`src/rtl/alu_pipe_pkg.sv`:
```
// Shared types for the ALU pipeline: opcode encoding and the buffered result payload.
// The payload widths fix the build widths of alu_pipe's DATA_WIDTH and TAG_WIDTH.
package alu_pipe_pkg;

  localparam int ALU_DATA_WIDTH = 8;
  localparam int ALU_TAG_WIDTH  = 4;
  localparam int ALU_FLAG_WIDTH = 3;

  typedef enum logic [3:0] {
    OP_ADD  = 4'd0,
    OP_SUB  = 4'd1,
    OP_AND  = 4'd2,
    OP_OR   = 4'd3,
    OP_XOR  = 4'd4,
    OP_SHL  = 4'd5,
    OP_SHR  = 4'd6,
    OP_SRA  = 4'd7,
    OP_ROL  = 4'd8,
    OP_ROR  = 4'd9,
    OP_SLT  = 4'd10,
    OP_SLTU = 4'd11
  } alu_op_e;

  // flags = {err, carry, zero}
  typedef struct packed {
    logic [ALU_DATA_WIDTH-1:0] result;
    logic [ALU_TAG_WIDTH-1:0]  tag;
    logic [ALU_FLAG_WIDTH-1:0] flags;
  } alu_res_t;

endpackage

```
`src/rtl/alu_res_fifo.sv`:
```
// Result buffer for alu_pipe: DEPTH-entry FIFO with a combinational head read.
// Storage is cleared on reset so the head never presents unknown data.
module alu_res_fifo
  import alu_pipe_pkg::*;
#(
  parameter int DEPTH = 4,
  parameter type T    = alu_res_t
) (
  input  logic                     clk,
  input  logic                     rst,
  input  logic                     push,
  input  T                         push_data,
  input  logic                     pop,
  output T                         head,
  output logic [$clog2(DEPTH):0]   count,
  output logic                     full,
  output logic                     empty
);

  localparam int PW = $clog2(DEPTH);
  localparam int CW = PW + 1;

  T                mem [DEPTH];
  logic [PW-1:0]   wr_ptr;
  logic [PW-1:0]   rd_ptr;
  logic            do_push;
  logic            do_pop;

  assign full    = (count == CW'(DEPTH));
  assign empty   = (count == '0);
  assign do_push = push && !full;
  assign do_pop  = pop && !empty;
  assign head    = mem[rd_ptr];

  // NOTE: state is updated with non-blocking assignments so every register
  // samples the pre-edge values, independent of statement order.
  always_ff @(posedge clk) begin
    if (rst) begin
      // NOTE: the memory is reset deliberately; head is read straight from it
      // and must show zeros, not leftover content, once reset is released.
      for (int i = 0; i < DEPTH; i++) mem[i] <= '0;
      wr_ptr <= '0;
      rd_ptr <= '0;
      count  <= '0;
    end else begin
      if (do_push) begin
        mem[wr_ptr] <= push_data;
        wr_ptr      <= wr_ptr + PW'(1);
      end
      if (do_pop) rd_ptr <= rd_ptr + PW'(1);
      case ({do_push, do_pop})
        2'b10:   count <= count + CW'(1);
        2'b01:   count <= count - CW'(1);
        default: count <= count;
      endcase
    end
  end

endmodule

```
`src/rtl/alu_pipe.sv`:
```
// Single-cycle ALU feeding a small result FIFO; each result carries the
// caller's tag and {err, carry, zero} flags back out in acceptance order.
module alu_pipe
  import alu_pipe_pkg::*;
#(
  parameter int DATA_WIDTH = ALU_DATA_WIDTH,
  parameter int OP_WIDTH   = 4,
  parameter int TAG_WIDTH  = ALU_TAG_WIDTH,
  parameter int DEPTH      = 4
) (
  input  logic                     clk,
  input  logic                     rst,
  input  logic                     in_valid,
  output logic                     in_ready,
  input  logic [DATA_WIDTH-1:0]    a,
  input  logic [DATA_WIDTH-1:0]    b,
  input  logic [OP_WIDTH-1:0]      op,
  input  logic [TAG_WIDTH-1:0]     in_tag,
  output logic                     out_valid,
  input  logic                     out_ready,
  output logic [DATA_WIDTH-1:0]    result,
  output logic [TAG_WIDTH-1:0]     out_tag,
  output logic [2:0]               flags,
  output logic [$clog2(DEPTH):0]   count
);

  localparam int SHW = $clog2(DATA_WIDTH);

  logic [SHW-1:0]          shamt;
  logic [DATA_WIDTH:0]     sum;
  logic [DATA_WIDTH:0]     diff;
  logic [2*DATA_WIDTH-1:0] rol_w;
  logic [2*DATA_WIDTH-1:0] ror_w;
  logic [DATA_WIDTH-1:0]   res_c;
  logic                    carry_c;
  logic                    err_c;
  alu_res_t                entry;
  alu_res_t                head;
  logic                    full;
  logic                    empty;
  logic                    push;
  logic                    pop;

  assign shamt = b[SHW-1:0];
  assign sum   = {1'b0, a} + {1'b0, b};
  // The extra MSB of the difference is the unsigned borrow (a < b).
  assign diff  = {1'b0, a} - {1'b0, b};
  assign rol_w = {a, a} << shamt;
  assign ror_w = {a, a} >> shamt;

  // NOTE: every output of this block gets a default first, so no path through
  // the case leaves a value unassigned and no latch is inferred.
  always_comb begin
    res_c   = '0;
    carry_c = 1'b0;
    err_c   = 1'b0;
    case (op)
      OP_WIDTH'(OP_ADD):  {carry_c, res_c} = sum;
      OP_WIDTH'(OP_SUB):  {carry_c, res_c} = diff;
      OP_WIDTH'(OP_AND):  res_c = a & b;
      OP_WIDTH'(OP_OR):   res_c = a | b;
      OP_WIDTH'(OP_XOR):  res_c = a ^ b;
      OP_WIDTH'(OP_SHL):  res_c = a << shamt;
      OP_WIDTH'(OP_SHR):  res_c = a >> shamt;
      OP_WIDTH'(OP_SRA):  res_c = $signed(a) >>> shamt;
      OP_WIDTH'(OP_ROL):  res_c = rol_w[2*DATA_WIDTH-1:DATA_WIDTH];
      OP_WIDTH'(OP_ROR):  res_c = ror_w[DATA_WIDTH-1:0];
      OP_WIDTH'(OP_SLT):  res_c = {{(DATA_WIDTH-1){1'b0}}, $signed(a) < $signed(b)};
      OP_WIDTH'(OP_SLTU): res_c = {{(DATA_WIDTH-1){1'b0}}, a < b};
      default:            err_c = 1'b1;
    endcase
  end

  assign entry.result = res_c;
  assign entry.tag    = in_tag;
  assign entry.flags  = {err_c, carry_c, res_c == '0};

  // Readiness comes from the registered fill level only, never from out_ready.
  assign in_ready  = !rst && !full;
  assign out_valid = !empty;
  assign push      = in_valid && in_ready;
  assign pop       = out_valid && out_ready;

  alu_res_fifo #(
    .DEPTH (DEPTH),
    .T     (alu_res_t)
  ) u_fifo (
    .clk       (clk),
    .rst       (rst),
    .push      (push),
    .push_data (entry),
    .pop       (pop),
    .head      (head),
    .count     (count),
    .full      (full),
    .empty     (empty)
  );

  assign result  = head.result;
  assign out_tag = head.tag;
  assign flags   = head.flags;

endmodule

```
`config.mk`:
```
export PLATFORM = sky130hd
export DESIGN_NAME = alu_pipe
export DESIGN_NICKNAME = d
export VERILOG_FILES = /design/src/rtl/alu_pipe_pkg.sv /design/src/rtl/alu_res_fifo.sv /design/src/rtl/alu_pipe.sv
export SDC_FILE = /design/constraint.sdc
export NUM_CORES = 1
export LEC_CHECK = 0
export CAP_MARGIN = 20
export CORE_MARGIN = 1.5
export CORE_UTILIZATION = 60
export CTS_CLUSTER_DIAMETER = 200
export DETAILED_ROUTE_END_ITERATION = 12
export DONT_BUFFER_PORTS = 1
export HOLD_SLACK_MARGIN = 0.08
export PLACE_DENSITY = 0.76
export SYNTH_ARGS = -nofsm -noshare
export SYNTH_HDL_FRONTEND = slang
export SYNTH_SLANG_ARGS = --single-unit
```
`constraint.sdc`:
```
create_clock -name clk -period 8.4 [get_ports clk]
set_input_delay 1.26 -clock clk [delete_from_list [all_inputs] [get_ports clk]]
set_output_delay 1.26 -clock clk [all_outputs]
set_load 0.005 [all_outputs]
```
; ---- Yosys cells after proc, flatten, opt, wreduce, memory -nomap -nowiden
; Memory sizes are Yosys's and may differ from the RTL's. A register that Yosys moved wholly into a read port is not among the register bits.
; Cells that the tools add are included.
[totals]
ramBits = 60
wordCells = 62
out_inout_bits = 20
in_bits = 28
mem_count = 1
reg_bits = 7
[memory_table]
columns = memory, words, width, read_ports, rd_clocked_by_memory_dff, write_ports, line_no
row1 = u_fifo.mem, 4, 15, 1, 1, 4, alu_res_fifo.sv:23  ; T mem [DEPTH];
[classes]
reduce_logical = 14
bitwise_logic = 3
eq_ne = 14
n_addsub = 6
n_mux = 14
n_shift = 5
magnitude_cmp = 2
[ops]
columns = operator, count
row1 = 8-bit case mux with 12 select lines, 1
row2 = "4-bit by 3-bit == test with 1-bit output, second input constant", 4
row3 = "4-bit == test, second input constant", 4
row4 = 8-bit less-than comparator, 2
row5 = 16-bit by 3-bit << shifter with 16-bit output, 1
row6 = 16-bit by 3-bit >> shifter with 8-bit output, 1
row7 = 15-bit 2-to-1 mux, 1
row8 = 15-bit OR reduction, 1
row9 = 12-bit OR reduction, 1
row10 = 8-bit by 8-bit adder with 9-bit output, 1
row11 = 8-bit by 8-bit subtractor with 9-bit output, 1
row12 = 8-bit AND, 1
row13 = "4-bit by 2-bit == test with 1-bit output, second input constant", 2
row14 = 8-bit logical NOT, 1
row15 = 8-bit bitwise OR, 1
row16 = 8-bit by 3-bit << shifter with 8-bit output, 1
row17 = 8-bit by 3-bit >> shifter with 8-bit output, 1
row18 = 8-bit by 3-bit >>> shifter with 8-bit output, 1
row19 = 8-bit XOR, 1
row20 = 1-bit 2-to-1 mux, 7
row21 = 2-bit 2-to-1 mux, 3
row22 = 3-bit case mux with 2 select lines, 1
row23 = 1-bit logical AND, 5
row24 = "2-bit by 1-bit adder with 2-bit output, second input constant", 2
row25 = 11 further kinds, 13

; ---- Depth between registers and ports, before layout
[logic_depth]
ltp_word = 10
mapped_depth = 12

; ---- Modules after synthesis
; Synthesis repeated with hierarchy kept, for this count alone.
[hier_totals]
cells_unflattened = 515
area_unflattened_um2 = 5461.5
[modules_own_cells]
columns = module, area_per_inst_um2, cells_each, instances
row1 = alu_res_fifo, 3104.2, 196, 1
row2 = alu_pipe, 2357.3, 319, 1

; ---- Least setup slack after synthesis
; No wires, ideal clock.
[synth_timing]
path_type = input to register
startpoint = in b[2]
endpoint = mem u_fifo.mem[0][0] (netlist name), data pin
arrival_time_ns = 3.555
cell_stages = 11
setup_time_ns = 0.176
path_buffers = 2
setup_slack_ns = 4.669
t_required_ns = 8.224
path_cell_list = clkbuf_1 > inv_1 > ha_1 > clkbuf_1 > a21o_1 > a21oi_1 > o21ai_0 > xor2_1 > a221oi_4 > nand2_2 > nor4_1
[synth_rtl]
columns = element, line_no
row1 = start: declaration, alu_pipe.sv:16  ; input logic [DATA_WIDTH-1:0] b,
row2 = end: declaration, alu_res_fifo.sv:23

==> impl_metrics.env <==
export IMPL_area_delta_synth_final_pct=3.337
export IMPL_worst_slack_ps=4873
export IMPL_grt_usage=0.2833
export IMPL_slew_viol_final=0
export IMPL_drt_wl_total_um=13400
export IMPL_path_class="primary input to flop"
export IMPL_synth_commonest_cells="nor2_1, edfxtp_1, clkbuf_1"
export IMPL_dieArea_sq_um=9512
export IMPL_clk_path_buf_depth=2
export IMPL_dp_slack_ps=4605
export IMPL_p_sw_frac=0.3046
export IMPL_synth_top_area_cell="edfxtp_1"
export IMPL_share_comb_of_total_power=0.297
export IMPL_r2r_slack_ps=5420
export IMPL_viasPerCell=6.877
export IMPL_yosys_warnings=0
export IMPL_synth_main_ff_cell="edfxtp_1"
export IMPL_timing_hold_ws_ps=547.4
export IMPL_status="complete, no violations"
export IMPL_finalSetupTns_ps=0
export IMPL_power_share_sequential=0.442
export IMPL_setup_worst_path_end_class="flop"
export IMPL_yosysMostFrequentCell="nor2_1"
export IMPL_grt_overflow=0
export IMPL_grt_pass1_vias=3933
export IMPL_synthArstFlopShare=0
export IMPL_worstPathArrival_ps=3670
export IMPL_period_needed_ps=3527
export IMPL_path_max_fanout=29
export IMPL_min_from="u_fifo.count[2]"
export IMPL_place_congestion=0.9071
export IMPL_io_buffer_count=0
export IMPL_synth_edf_count=60
export IMPL_synth_area_leaders="edfxtp_1, mux4_2, ha_1, nor2_1, dfxtp_1"
export IMPL_ys_ff_latch=69
export IMPL_coreArea_sq_um=8678
export IMPL_clock_sinks=69
export IMPL_p_sw_uw=298.3
export IMPL_cts_resized=0
export IMPL_avgRoutedWirePerCell_um=21.96
export IMPL_hpwl_um=9572
export IMPL_hold_viol=0
export IMPL_syn_area_sq_um=5361
export IMPL_postRouteAntennaNets=0
export IMPL_syn_area_per_cell_sq_um=10.19
export IMPL_initial_utilization=0.6178
export IMPL_grt_start_max_net_pins=37
export IMPL_drive_gt1_frac=0.1195
export IMPL_fin_skew_ps=8.506
export IMPL_instances_no_fill=610
export IMPL_post_cts_buffers=0
export IMPL_cp_start_kind="primary input"
export IMPL_cts_hold_buf=0
export IMPL_cts_tree="done"
export IMPL_grt_pass1_wl_um=21020
export IMPL_required_ps=8540
export IMPL_setup_viol=0
export IMPL_rows=34
export IMPL_clkLatencyLatePin_ps=340
export IMPL_synth_top_area_frac=0.3361
export IMPL_synth_nets=583
export IMPL_fin_crit_sh=0.4199
export IMPL_cts_buffers=9
export IMPL_ys_seq_area_frac=0.3697
export IMPL_internal_power_uw=681.2
export IMPL_antenna_cells=0
export IMPL_ctsHtreeMaxLevel=3
export IMPL_drc=0
export IMPL_critical_path_reg2reg_startpoint="u_fifo.count[1]"
export IMPL_fmaxAchievable_ghz=0.2835
export IMPL_syn_inst=526
export IMPL_final_nets=555
export IMPL_p_per_area_nw_per_um2=176.8
export IMPL_worst_slew_pin_slew_ps=1022
export IMPL_cp_startpoint="b[2]"
export IMPL_vias=4195
export IMPL_root_buffer="clkbuf_8"
export IMPL_ys_types=80
export IMPL_die_width_um=97.53
export IMPL_ir_worst_vdd_mv=0.08856
export IMPL_clockPowerShare=0.262
export IMPL_dp_cells=594
export IMPL_antenna_found_initial=0
export IMPL_hold_class="flop to flop"
export IMPL_die_h_um=97.53
export IMPL_firstDrtPassIters=5
export IMPL_clkTransAtPathRegs_ps=70
export IMPL_power_leakage_uw=0.002067
export IMPL_drv_cap=0
export IMPL_grt_setup_unrepaired="false"
export IMPL_relSlewSlack=0.3122
export IMPL_drt_iter0_markers=298
export IMPL_io_pins=48
## power by group through the flow
stage	Combinational, uW	Sequential (uW)	Clock (uW)
CTS	259	448	260
global placement	253	453	0
global route	316	436	274
detailed placement	258	455	0
floorplan	246	426	0
finish	290	433	256
## metal layers
| layer | track usage | vias to the layer above | part of all wire |
|---|---|---|---|
| met4 | 0.09011 | 0 | 0.018 |
| met5 | 0 | - | 0 |
| met3 | 0.03453 | 25 | 0.066 |
| met1 | 0.3704 | 2058 | 0.40 |
| met2 | 0.4920 | 201 | 0.52 |
| li1 | - | 1911 | - |
## critical path, cell delays in order
cell and delay [ps]:
inv_1 230, ha_1 400, nand2b_1 220, a211oi_1 330
o21ai_0 200, a211oi_1 230, o311a_1 340, nand2_2 110
nor4_1 330
## cells by family after synthesis
logic type / synth area share
AOI/OAI and AO/OA: 0.1545
xor gates and xnor gates: 0.01307
adders and majority gates: 0.07188
buffers and inverters: 0.05251
DFF: 0.3697
muxes: 0.1358
and+or+nand+nor: 0.2026
## cell usage in the layout, fill, tap and decap left out, types with 4 or more instances in the layout
cell / synthesis / layout
clkbuf_8: 0 / 9
a21boi_1: 4 / 4
o21ai_0: 17 / 17
nor3_1: 7 / 7
nor4_1: 8 / 8
xor2_1: 5 / 5
mux4_2: 25 / 25
nand2b_1: 14 / 14
nand3_1: 5 / 5
o211ai_1: 8 / 8
edfxtp_1: 60 / 60
mux2i_1: 12 / 12
nor2b_1: 10 / 10
a21oi_1: 21 / 21
nand2_1: 17 / 17
or3_1: 5 / 5
inv_1: 24 / 24
nor2_1: 81 / 81
ha_1: 26 / 26
a21o_1: 7 / 7
a211oi_1: 8 / 8
and2_1: 11 / 11
a31oi_1: 5 / 5
and3_1: 13 / 13
a22oi_1: 5 / 5
dfxtp_1: 9 / 9
## cell type report
class                      instances  area [sq um]
fill                             693          3138
inverter                          27         101.3
multi-input combinational        389          3098
timing repair buffer               2         35.03
sequential                        69          1982
tap                              108         135.1
clock inverter                     6         65.06
clock buffer                       9         123.9
## flip-flops by register name (all words and copies together) (netlist names), named ones only
name           flops
u_fifo.count       3
u_fifo.mem        60
u_fifo.rd_ptr      2
u_fifo.wr_ptr      2
## worst paths after layout
| kind | to | cells after the start |
|---|---|---|
| setup reg to reg | u_fifo.mem[2][13] | 7 |
| hold reg to reg | u_fifo.count[2] | 2 |
| hold / removal | u_fifo.count[2] | 2 |
| setup / recovery | u_fifo.mem[1][0] | 9 |
## metrics by stage
stage	util	area, sq um	total power (uW)
floorplan	-	5361	671.8
global placement	0.6135	5324	706.0
detailed placement	0.6135	5324	713.7
CTS	0.6352	5513	967.6
global route	0.6384	5540	1026
finish	0.6384	5540	979.5
No activity file was read; power rests on OpenSTA's default activity.
